==> config.mk <==
export PLATFORM = sky130hd
export DESIGN_NAME = branch_resolver
export DESIGN_NICKNAME = d
export VERILOG_FILES = /design/src/rtl/branch_resolver.sv
export SDC_FILE = /design/constraint.sdc
export NUM_CORES = 1
export LEC_CHECK = 0
export CORE_UTILIZATION = 51
export DETAILED_ROUTE_END_ITERATION = 10
export PLACE_DENSITY_LB_ADDON = 0.2
export SYNTH_ARGS = -nofsm -noshare
export SYNTH_HDL_FRONTEND = slang
export SYNTH_SLANG_ARGS = --single-unit
==> constraint.sdc <==
create_clock -name clk -period 2.2 [get_ports clk]
set_clock_uncertainty 0.1 [all_clocks]
set_input_delay 0.44 -clock clk [delete_from_list [all_inputs] [get_ports clk]]
set_output_delay 0.44 -clock clk [all_outputs]
set_load 0.05 [all_outputs]
==> src/rtl/branch_resolver.sv <==
// Branch resolver: carries fetch-time predictions down to EXEC, checks them against the
// real branch outcome, and emits a one-cycle redirect/squash plus a predictor training update.
// Also keeps saturating branch and mispredict counters.
module branch_resolver #(
    parameter int unsigned XLEN  = 32,
    parameter int unsigned CNT_W = 16
) (
    input  logic             clk,
    input  logic             rst_n,
    input  logic             f_valid,
    input  logic [XLEN-1:0]  f_pc,
    input  logic             f_predict_valid,
    input  logic [XLEN-1:0]  f_predict_addr,
    input  logic             stall,
    input  logic             x_is_branch,
    input  logic             x_taken,
    input  logic [XLEN-1:0]  x_target,
    output logic             redirect_valid,
    output logic [XLEN-1:0]  redirect_pc,
    output logic             upd_valid,
    output logic [XLEN-1:0]  upd_pc,
    output logic             upd_taken,
    output logic [XLEN-1:0]  upd_target,
    output logic             upd_alloc,
    output logic [CNT_W-1:0] stat_branches,
    output logic [CNT_W-1:0] stat_mispredicts
);

    typedef struct packed {
        logic            valid;
        logic [XLEN-1:0] pc;
        logic            pred_valid;
        logic [XLEN-1:0] pred_addr;
    } meta_t;

    localparam logic [CNT_W-1:0] CntMax = '1;

    meta_t d_meta_q, d_meta_d;
    meta_t x_meta_q, x_meta_d;

    logic             redirect_valid_q, redirect_valid_d;
    logic [XLEN-1:0]  redirect_pc_q, redirect_pc_d;
    logic             upd_valid_q, upd_valid_d;
    logic [XLEN-1:0]  upd_pc_q, upd_pc_d;
    logic             upd_taken_q, upd_taken_d;
    logic [XLEN-1:0]  upd_target_q, upd_target_d;
    logic             upd_alloc_q, upd_alloc_d;
    logic [CNT_W-1:0] branches_q, branches_d;
    logic [CNT_W-1:0] mispredicts_q, mispredicts_d;

    logic            resolve;
    logic            mispredict;
    logic            need_upd;
    logic            alloc;
    logic [XLEN-1:0] pc_plus4;
    logic [XLEN-1:0] redir_tgt;
    logic            fire_redirect;
    logic            fire_upd;

    // Classify the instruction in EXEC against its carried prediction.
    always_comb begin
        resolve    = x_meta_q.valid && !stall;
        pc_plus4   = x_meta_q.pc + XLEN'(4);
        mispredict = 1'b0;
        need_upd   = 1'b0;
        alloc      = 1'b0;
        redir_tgt  = pc_plus4;
        if (x_is_branch) begin
            if (x_meta_q.pred_valid) begin
                need_upd = 1'b1;
                if (x_taken) begin
                    redir_tgt  = x_target;
                    mispredict = (x_target != x_meta_q.pred_addr);
                end else begin
                    mispredict = 1'b1;
                end
            end else if (x_taken) begin
                need_upd   = 1'b1;
                alloc      = 1'b1;
                mispredict = 1'b1;
                redir_tgt  = x_target;
            end
        end else if (x_meta_q.pred_valid) begin
            // Predictor hit on a non-branch: stale entry, fall through to pc+4.
            mispredict = 1'b1;
        end
        fire_redirect = resolve && mispredict;
        fire_upd      = resolve && need_upd;
    end

    // Next-state for pulse outputs, stage registers and statistics.
    always_comb begin
        redirect_valid_d = fire_redirect;
        redirect_pc_d    = fire_redirect ? redir_tgt : '0;
        upd_valid_d      = fire_upd;
        upd_pc_d         = fire_upd ? x_meta_q.pc : '0;
        upd_taken_d      = fire_upd && x_taken;
        upd_target_d     = fire_upd ? x_target : '0;
        upd_alloc_d      = fire_upd && alloc;

        branches_d    = branches_q;
        mispredicts_d = mispredicts_q;
        if (resolve && x_is_branch && (branches_q != CntMax)) begin
            branches_d = branches_q + CNT_W'(1);
        end
        if (fire_redirect && (mispredicts_q != CntMax)) begin
            mispredicts_d = mispredicts_q + CNT_W'(1);
        end

        d_meta_d = d_meta_q;
        if (!stall) begin
            d_meta_d = '{valid: f_valid, pc: f_pc, pred_valid: f_predict_valid,
                         pred_addr: f_predict_addr};
        end
        // Squash overrides stall; the fetch seen during the redirect cycle is wrong-path.
        if (fire_redirect || redirect_valid_q) begin
            d_meta_d.valid = 1'b0;
        end

        x_meta_d = x_meta_q;
        if (!stall) begin
            x_meta_d = d_meta_q;
        end
        if (fire_redirect) begin
            x_meta_d.valid = 1'b0;
        end
    end

    // State registers with asynchronous active-low reset.
    always_ff @(posedge clk or negedge rst_n) begin
        if (!rst_n) begin
            d_meta_q         <= '0;
            x_meta_q         <= '0;
            redirect_valid_q <= 1'b0;
            redirect_pc_q    <= '0;
            upd_valid_q      <= 1'b0;
            upd_pc_q         <= '0;
            upd_taken_q      <= 1'b0;
            upd_target_q     <= '0;
            upd_alloc_q      <= 1'b0;
            branches_q       <= '0;
            mispredicts_q    <= '0;
        end else begin
            d_meta_q         <= d_meta_d;
            x_meta_q         <= x_meta_d;
            redirect_valid_q <= redirect_valid_d;
            redirect_pc_q    <= redirect_pc_d;
            upd_valid_q      <= upd_valid_d;
            upd_pc_q         <= upd_pc_d;
            upd_taken_q      <= upd_taken_d;
            upd_target_q     <= upd_target_d;
            upd_alloc_q      <= upd_alloc_d;
            branches_q       <= branches_d;
            mispredicts_q    <= mispredicts_d;
        end
    end

    assign redirect_valid   = redirect_valid_q;
    assign redirect_pc      = redirect_pc_q;
    assign upd_valid        = upd_valid_q;
    assign upd_pc           = upd_pc_q;
    assign upd_taken        = upd_taken_q;
    assign upd_target       = upd_target_q;
    assign upd_alloc        = upd_alloc_q;
    assign stat_branches    = branches_q;
    assign stat_mispredicts = mispredicts_q;

endmodule

==> reports/results.txt, run 1 <==
Remaining routing DRC violations: 0
RR Startpoint: x_meta_q[12]
Most frequent cell after synthesis: dfrtp_1
Critical path class: in2reg
Post-Place Worst Slack: -0.695 ns
Mapped Cells: 796
Synthesized area: 10700 um2
Final wirelength: 25100 um
Async set-reset flop share out of synthesis: 100%
# nets final: 1205
CTS root buf: clkbuf_16
Ranking of synthesized cells by area: dfrtp_1, mux2_2, xor2_1
First-pass GRT wire length: 39300 um
# setup viols final: 13
Comb power frac: 16.9%
Largest net degree at the start of global routing: 134
Worst path required time: 2.49 ns
Switching part of the total: 26.7%
Synth unique cells: 41
IO Pins: 235
Final HPWL DP: 17800 um
Area leader, netlist: dfrtp_1
Ys Warns: 0
Pint: 9.35 mW
RSZ-0062 raised after global routing: true
Total grt overflow: 0
Routed Antenna Nets: 0
CTS Sinks: 264
H-tree depth: 1
Max cap viols: 0
Tcrit/Tclk final: 101%
Minimum clock period: 2.22 ns
Initial antenna violation count: 0
HP Class: in2async
Critical Path Start Type: primary input
Worst EP arrival: 2.51 ns
Failing checks: setup timing
Final worst slack: -0.0159 ns
Hold Violations, Final: 0
Most frequent cells after synthesis: dfrtp_1, mux2_2, and2_1, xor2_1, nor2_1
Slew HR: 43.1%
Number of diodes: 0
Core Footprint: 20400 um2
Power Dens Cells: 861 nW/um2
Clk_lat worst skew: 0.53 ns
Area Overhead vs Synth: 38.7%
Reg power frac: 44.2%
Total negative setup slack: -0.0733 ns
Footprint of the multi-input gates: 3950 um2
DRT iter0 DRCs: 217
GRT Total Usage: 23.7%
Max Clk Rate: 451 MHz
Clk pwr share: 38.9%
Row cnt: 52
Vias/cell: 5.14
Ratio of cells with drive above 1 in the final layout: 25.2%
Register area: 6610 um2
Avg Inst Size Synth: 13.4 um2
# fillers: 1439
Ys flop type: dfrtp_1
Outcome: finished with violations
Maximum vdd ir drop: 0.615 mV
Routability cong.: 0.817
CP endpoint kind: flop
Die width: 147 um
Syn nets: 902
Post-synth top area share: 61.8%
DRT Pass-1 Iters: 4
Clock buffer depth: 3
Reg clk slew, reported paths: 0.06 ns
Vias in the first global route: 7402
Crit Path Max Fanout: 21
Slew Limit Fails: 0
Post-DR wirelength/cell: 18.1 um
P_sw: 3.41 mW
Post-synthesis sequential area ratio: 61.8%
CTS Buf Count: 28
Via count: 7143
Leak: 7.38 nW
Full die area: 21600 um2
Post-synth EDFFs: 0
Worst Setup SP: x_target[12]
Port Buffers: 234
CTS tree: yes
Die height: 147 um
Worst slew pin tran: 0.854 ns
Post-CTS Setup Repair Bufs: 0
Number of synthesized register bits: 264
Initial core utilization: 52.5%
[worst max-delay path: stages]
cell and delay (ns):
clkdlybuf4s50_1 0.44, xor2_1 0.18, nor4_2 0.35, buf_4 0.17, nand4_1 0.19, nor3_2 0.21
nand2b_2 0.26, buf_12 0.19, a211oi_1 0.07
[kinds of logic (layout without fill, tap and decap cells)]
family | count (synthesis) | after routing | share of synthesized area (%)
flops | 264 | 264 | 61.8
compound gates | 38 | 38 | 2.70
xor+xnor | 87 | 87 | 7.13
mux | 136 | 136 | 14.3
simple gates | 230 | 230 | 12.0
buf+inv | 38 | 362 | 1.73
fa+ha+maj | 3 | 3 | 0.351
[layout by cell type (no fill, tap or decap), types with 6 or more instances in the layout]
master / netlist / routed
xnor2_1: 23 / 23
nand4_1: 13 / 13
a211oi_1: 25 / 25
nor2_1: 44 / 43
mux2_2: 135 / 135
buf_4: 3 / 63
and2_1: 64 / 64
clkdlybuf4s50_1: 0 / 100
dlymetal6s2s_1: 0 / 14
dfrtp_1: 264 / 264
dlygate4sd2_1: 0 / 117
buf_12: 0 / 10
nor4_1: 8 / 6
nand3_1: 20 / 20
and3_1: 10 / 10
nand2_1: 35 / 35
clkbuf_16: 0 / 29
nor3_1: 16 / 12
xor2_1: 64 / 64
clkbuf_8: 1 / 7
[state kept, by name (all words and copies together) (netlist names)]
register and count:
upd_taken 1, d_meta_q 66, stat_branches 16, upd_target 32, x_meta_q 66, redirect_pc 32, upd_alloc 1, upd_valid 1
upd_pc 32, redirect_valid 1, stat_mispredicts 16
[per-layer routing]
metal	share of wire (%)	wire (um)	global-route usage, %
met1	41	10400	30.3
met2	49	12200	39.3
met3	7.1	1790	5.84
met4	2.9	733	8.28
met5	0	0	0
[cell type report]
class                           count  area share [%]
Clock buffer                       41            5.67
Clock inverter                     10            1.07
Inverter                            3          0.0759
Multi-Input combinational cell    494            26.7
Sequential cell                   264            44.5
Tap cell                          270            2.28
Timing Repair Buffer              308            19.7
[power by group through the flow]
stage,Sequential (mW),Combinational [mW],Clock [mW]
CTS,5.64,2.18,5.06
global route,5.70,2.31,5.24
detailed placement,5.73,2.26,0
global placement,5.71,2.22,0
floorplan,6.18,0.748,0
finish,5.64,2.15,4.97
[path summary, 6_finish.rpt]
path,slack [ns],cells past startpoint,end
min,0.28,2,stat_branches[11]
max,-0.02,9,redirect_pc[15]
max reg2reg,-0.02,8,redirect_pc[15]
min reg2reg,0.38,1,d_meta_q[65]
max in group asynchronous,1.07,3,redirect_pc[24]
min in group clk,0.28,4,upd_taken
[metrics by stage]
stage | utilization, % | cells | total power, mW | hold WS, ns | cell area [um2]
2_1_floorplan | - | 796 | 6.93 | 0.0444 | 10700
3_3_place_gp | 68.2 | 1338 | 7.94 | 0.244 | 13900
3_5_place_dp | 68.2 | 1338 | 7.99 | 0.246 | 13900
4_1_cts | 72.5 | 1390 | 12.9 | 0.264 | 14800
5_1_grt | 72.8 | 1390 | 13.3 | 0.275 | 14800
6_report | 72.8 | 1390 | 12.8 | 0.277 | 14800
[what timing repair did]
| item | in CTS | in global routing |
|---|---|---|
| setup endpoints to repair | 166 | 63 |
| pin swaps | 2 | 0 |
| gates resized for setup | 120 | 20 |
| hold endpoints to repair | 32 | 0 |
| hold buffers | 1 | 0 |
Note: power is estimated with default switching activity, not from simulation.
==> run 2, diff against run 1 <==
CORE_UTILIZATION = 35   (was 51)
==> run 2 against run 1 <==
The run still ends with setup timing left. Final cell count increased by 9.5%. Utilization fell by 22 points. Wire length up 10%. Largest power group unchanged.
==> reports/results.txt, run 2 (synthesis results as in run 1) <==
Outcome: finished with violations (unchanged)
Failing checks: setup timing (unchanged)
Hold Violations, Final: 0 (unchanged)
Register area: 6610 um2 (about the same)
Post-Place Worst Slack: -0.503 ns (was -0.695 ns)
# nets final: 1222 (was 1205)
Initial core utilization: 35.8% (was 52.5%)
CTS tree: yes (unchanged)
Routability cong.: 0.785 (was 0.817)
Port Buffers: 234 (unchanged)
Minimum clock period: 2.20 ns (was 2.22 ns)
P_sw: 3.43 mW (was 3.41 mW)
# setup viols final: 3 (was 13)
CP endpoint kind: flop (unchanged)
Design Area, Final: 15100 um2 (was 14800 um2)
Vias/cell: 4.68 (was 5.14)
Most frequent cells in the layout: dfrtp_1, mux2_2, dlygate4sd2_1 (unchanged)
Hold Startpoint: stall
Min Hold Slack: 0.267 ns (was 0.277 ns)
Clk_lat worst skew: 0.53 ns (about the same)
Worst path required time: 2.52 ns (was 2.49 ns)
CTS root buf: clkbuf_16 (unchanged)
Routed Antenna Nets: 0 (unchanged)
Switching part of the total: 27.4% (was 26.7%)
Footprint of the multi-input gates: 4010 um2 (was 3950 um2)
Reg power frac: 45.0% (was 44.2%)
M3 GR Usage: 4.90% (was 5.84%)
Reg clk slew, reported paths: 0.06 ns (about the same)
Number of diodes: 0 (unchanged)
Slowest cell on the critical path: dfrtp_1 (was clkdlybuf4s50_1)
H-tree depth: 1 (unchanged)
Fin util: 50.4% (was 72.8%)
Leading registers by flop count: d_meta_q: 66 flops, x_meta_q: 66 flops (unchanged)
Dominant cell type by count on the critical path: nor4_1
CTS Buf Count: 29 (was 28)
Die width: 177 um (was 147 um)
Critical path cell sequence: xor2_1 > nor4_1 > buf_4 > nand4_1 > nor3_2 > buf_6 > nor4_1 > mux2_2 (was clkdlybuf4s50_1 > xor2_1 > nor4_2 > buf_4 > nand4_1 > nor3_2 > nand2b_2 > buf_12 > a211oi_1)
DRT Pass-1 Iters: 4 (unchanged)
Met1 Use GR: 23.5% (was 30.3%)
Remaining routing DRC violations: 0 (unchanged)
RSZ-0062 raised after global routing: true (unchanged)
Slew HR: 51.3% (was 43.1%)
Power Dens Cells: 832 nW/um2 (was 861 nW/um2)
Hold path cells: 4
R2R depth: 8 (unchanged)
Post-placement cell count: 1469 (was 1338)
Max Clk Rate: 454 MHz (was 451 MHz)
CTS Sinks: 264 (unchanged)
Clock buffer depth: 3 (unchanged)
HP Class: in2reg (was in2async)
Worst Hold End: upd_taken
Comb power frac: 18.0% (was 16.9%)
Maximum vdd ir drop: 0.499 mV (was 0.615 mV)
Reg2Reg Capture Point: stat_mispredicts[14] (was redirect_pc[15])
Crit Path Max Fanout: 9 (was 21)
Core Footprint: 29900 um2 (was 20400 um2)
Critical Path Max Stage Delay: 0.40 ns (was 0.44 ns)
Pint: 9.09 mW (was 9.35 mW)
Placed cell area: 14100 um2 (was 13900 um2)
Row cnt: 63 (was 52)
Final worst slack: -0.00489 ns (was -0.0159 ns)
Worst slew pin tran: 0.731 ns (was 0.854 ns)
Critical path class: reg2reg (was in2reg)
Worst EP arrival: 2.52 ns (was 2.51 ns)
Final HPWL DP: 20100 um (was 17800 um)
GR Util met2: 29.9% (was 39.3%)
# fillers: 2646 (was 1439)
Post-DR wirelength/cell: 18.2 um (was 18.1 um)
Max cap viols: 0 (unchanged)
Total grt overflow: 0 (unchanged)
Slew Limit Fails: 0 (unchanged)
Commonest non-fill, non-tap cell in the layout: dfrtp_1 (unchanged)
Vias in the first global route: 7437 (was 7402)
Critical Path Start Type: flop (was primary input)
Largest net degree at the start of global routing: 134 (unchanged)
Tot Pwr: 12.5 mW (was 12.8 mW)
RR Startpoint: x_meta_q[13] (was x_meta_q[12])
Tcrit/Tclk final: 100% (was 101%)
Leak: 7.26 nW (was 7.38 nW)
Ratio of cells with drive above 1 in the final layout: 27.6% (was 25.2%)
GRT busiest layer: met2 (unchanged)
Total negative setup slack: -0.00999 ns (was -0.0733 ns)
Non-filler cells, final: 1522 (was 1390)
Area Overhead vs Synth: 40.8% (was 38.7%)
DRT iter0 DRCs: 344 (was 217)
Final wirelength: 27700 um (was 25100 um)
Via count: 7120 (was 7143)
GRT Total Usage: 17.9% (was 23.7%)
Reg-to-reg setup timing slack: -0.005 ns (was -0.02 ns)
IO Pins: 235 (unchanged)
Initial antenna violation count: 0 (unchanged)
Clk pwr share: 37.0% (was 38.9%)
Die height: 177 um (was 147 um)
Full die area: 31300 um2 (was 21600 um2)
First-pass GRT wire length: 42700 um (was 39300 um)
-- run 2: changes by cell type in the layout (fill, tap and decap cells not counted), sizes merged --
cell / delta
buf: +24
bufinv: -2
clkbuf: +4
clkdlybuf4s50: -1
clkinv: -3
dlygate4sd2: +1
dlymetal6s2s: -10
inv: -1
-- run 2: worst max path at each step --
stage | to | from
2_1_floorplan | stat_branches[13] | stat_branches[0]
3_3_place_gp | stat_mispredicts[14] | x_target[13]
3_5_place_dp | stat_mispredicts[14] | x_target[13]
4_1_cts | upd_target[10] | upd_target[10]
5_1_grt | stat_mispredicts[14] | x_meta_q[13]
6_report | stat_mispredicts[14] | x_meta_q[13]
-- run 2: worst max-delay path, delay by kind of cell, from the launching register on --
family / cells / cell delay [ns]
buffers and inverters: 2 / 0.36
DFF: 1 / 0.40
xor gates and xnor gates: 1 / 0.15
muxes: 1 / 0.29
and+or+nand+nor: 4 / 0.79
-- run 2: what timing repair did --
item / CTS / global route
gates cloned: 0 / 3
pin swaps: 4 / 5
setup endpoints to repair: 126 / 48
hold buffers: 1 / 0
setup buffers: 1 / 1
resized for setup: 120 / 25
endpoints found under the hold margin: 55 / 0
-- run 2: metal layers --
metal | vias up | wire, um
li1 | 3365 | -
met1 | 3517 | 12100
met2 | 210 | 13100
met3 | 28 | 2100
met4 | 0 | 388
met5 | - | 0
-- run 2: area by class of cell --
type | instances | share of cell area (%)
Clock buffer | 43 | 5.50
Clock inverter | 4 | 0.482
Inverter | 3 | 0.0748
Multi-Input combinational cell | 494 | 26.6
Sequential cell | 264 | 43.9
Tap cell | 390 | 3.24
Timing Repair Buffer | 324 | 20.2
-- run 2: power groups by stage --
stage                     Clock, mW  Sequential [mW]  Combinational (mW)
final                          4.63             5.64                2.26
after global routing           4.99             5.70                2.43
after CTS                      4.79             5.64                2.25
after detailed placement          0             5.73                2.32
after global placement            0             5.72                2.30
after floorplan                   0             6.18               0.748
==> run 3, diff against run 2 <==
clock period = 2.05 ns   (was 2.2 ns; I/O delays follow)
==> run 3 against run 2 <==
The flow still finishes with violations (setup timing). Global-route usage about the same. Via count up 0.91%. Power up 11%. Maximum frequency up 3.5%. First-iteration DRC count down 27%. Critical path depth unchanged. Register-to-register slack worse by 0.07 ns. Worst setup slack worse by 0.075 ns. Sequential share of layout area down 0.59 points. Wire length up 0.15%. Non-clock buffer count up 9. Highest routed layer is now met5.
==> reports/results.txt, run 3 (synthesis results as in run 1) <==
Outcome: finished with violations (unchanged)
Failing checks: setup timing (unchanged)
Reg clk slew, reported paths: 0.06 ns (about the same)
Clk_lat worst skew: 0.55 ns (was 0.53 ns)
Area Overhead vs Synth: 43.0% (was 40.8%)
Routed Antenna Nets: 0 (unchanged)
Leak: 7.19 nW (was 7.26 nW)
Initial antenna violation count: 2 (was 0)
Max Clk Rate: 470 MHz (was 454 MHz)
Largest net degree at the start of global routing: 134 (unchanged)
Final HPWL DP: 20200 um (was 20100 um)
Vias in the first global route: 7483 (was 7437)
# fillers: 2684 (was 2646)
IO Pins: 235 (unchanged)
Minimum clock period: 2.13 ns (was 2.20 ns)
Port Buffers: 234 (unchanged)
Reg-to-reg setup timing slack: -0.08 ns (was -0.005 ns)
Fin util: 51.2% (was 50.4%)
Power Dens Cells: 911 nW/um2 (was 832 nW/um2)
Crit Path Max Fanout: 8 (was 9)
Via count: 7185 (was 7120)
Clock buffer depth: 3 (unchanged)
Final worst slack: -0.0794 ns (was -0.00489 ns)
Tcrit/Tclk final: 104% (was 100%)
Die height: 177 um (unchanged)
Critical path class: reg2reg (unchanged)
Total negative setup slack: -0.717 ns (was -0.00999 ns)
First-pass GRT wire length: 43000 um (was 42700 um)
Row cnt: 63 (unchanged)
Maximum vdd ir drop: 0.635 mV (was 0.499 mV)
Leading registers by flop count: d_meta_q: 66 flops, x_meta_q: 66 flops (unchanged)
CP endpoint kind: flop (unchanged)
Post-DR wirelength/cell: 18.0 um (was 18.2 um)
GRT Total Usage: 18.0% (was 17.9%)
Slew HR: 50.1% (was 51.3%)
H-tree depth: 1 (unchanged)
# setup viols final: 29 (was 3)
CTS tree: yes (unchanged)
CTS Buf Count: 30 (was 29)
DRT iter0 DRCs: 252 (was 344)
Final wirelength: 27800 um (was 27700 um)
Total grt overflow: 0 (unchanged)
Post-Place Worst Slack: -0.620 ns (was -0.503 ns)
Commonest non-fill, non-tap cell in the layout: dfrtp_1 (unchanged)
DRT Pass-1 Iters: 4 (unchanged)
CTS Sinks: 264 (unchanged)
Number of diodes: 0 (unchanged)
Core Footprint: 29900 um2 (unchanged)
Routability cong.: 0.795 (was 0.785)
Initial core utilization: 35.8% (unchanged)
Full die area: 31300 um2 (unchanged)
Worst path required time: 2.38 ns (was 2.52 ns)
Ratio of cells with drive above 1 in the final layout: 36.3% (was 27.6%)
Hold Violations, Final: 0 (unchanged)
Worst EP arrival: 2.46 ns (was 2.52 ns)
RSZ-0062 raised after global routing: true (unchanged)
# nets final: 1232 (was 1222)
Worst slew pin tran: 0.748 ns (was 0.731 ns)
HP Class: in2reg (unchanged)
Slew Limit Fails: 0 (unchanged)
Die width: 177 um (unchanged)
Critical Path Start Type: flop (unchanged)
CTS root buf: clkbuf_16 (unchanged)
Most frequent cells in the layout: dfrtp_1, buf_4, mux2_2 (was dfrtp_1, mux2_2, dlygate4sd2_1)
Remaining routing DRC violations: 0 (unchanged)
Vias/cell: 4.67 (was 4.68)
Max cap viols: 0 (unchanged)
## run 3: changes by cell type in the layout (fill, tap and decap cells not counted), sizes merged
cell,previous run,this run
clkinvlp,1,2
clkbuf,45,46
clkdlybuf4s50,99,100
buf,100,168
clkinv,1,7
dlygate4sd2,118,63
dlymetal6s2s,4,0
## run 3: power by group
part / leakage (nW) / internal, mW / switching (mW)
clock network: 0.497 / 3.26 / 2.10
logic: 3.34 / 1.11 / 1.40
registers: 3.35 / 5.71 / 0.351
total: 7.19 / 10.1 / 3.86
## run 3: final timing paths
check / start / end / depth (start not counted)
worst max-delay path: x_meta_q[16] / stat_mispredicts[12] / 8
worst max register to register: x_meta_q[16] / stat_mispredicts[12] / 8
worst min-delay path: stall / upd_taken / 4
worst min register to register: redirect_valid / d_meta_q[65] / 1
min in group asynchronous: rst_n / stat_branches[9] / 2
max in group asynchronous: rst_n / upd_pc[17] / 3
## run 3: metal layers
layer	vias to the layer above	routed length (um)	track usage, %	part of all wire, %
met5	-	27	0	0.097
met3	38	1750	4.17	6.3
li1	3397	-	-	-
met4	4	439	3.23	1.6
met1	3563	12400	24.1	45
met2	183	13100	29.9	47
## run 3: repair_timing
| item | 4_1_cts | 5_1_grt |
|---|---|---|
| gates cloned | 0 | 1 |
| pin swaps | 9 | 4 |
| gates resized for setup | 92 | 27 |
| setup buffers | 1 | 1 |
| hold endpoints to repair | 50 | 0 |
| hold buffers | 1 | 0 |
| endpoints found under the setup margin | 113 | 52 |
## run 3: area by class of cell
type	count	area, um2	share of cell area (%)
Tap cell	390	488	3.19
Timing Repair Buffer	333	3020	19.8
Multi-Input combinational cell	494	4140	27.1
Sequential cell	264	6620	43.3
Clock inverter	11	110	0.720
Inverter	3	13.8	0.0900
Clock buffer	45	898	5.88
## run 3: worst max-delay path, stage by stage (launching register included)
cell,delay (ns)
dfrtp_1,0.39
xor2_1,0.16
nor4_2,0.31
buf_4,0.17
nand3_4,0.10
nor3_4,0.24
buf_6,0.18
nor3_1,0.07
mux2_2,0.30
## run 3: through the flow
step	total power, mW	hold slack [ns]	instance area, um2	instances
detailed placement	8.64	0.292	14000	1480
global placement	8.61	0.295	14000	1480
floorplan	7.45	0.0144	10700	796
CTS	14.1	0.215	15100	1538
global route	14.6	0.232	15300	1540
finish	13.9	0.246	15300	1540
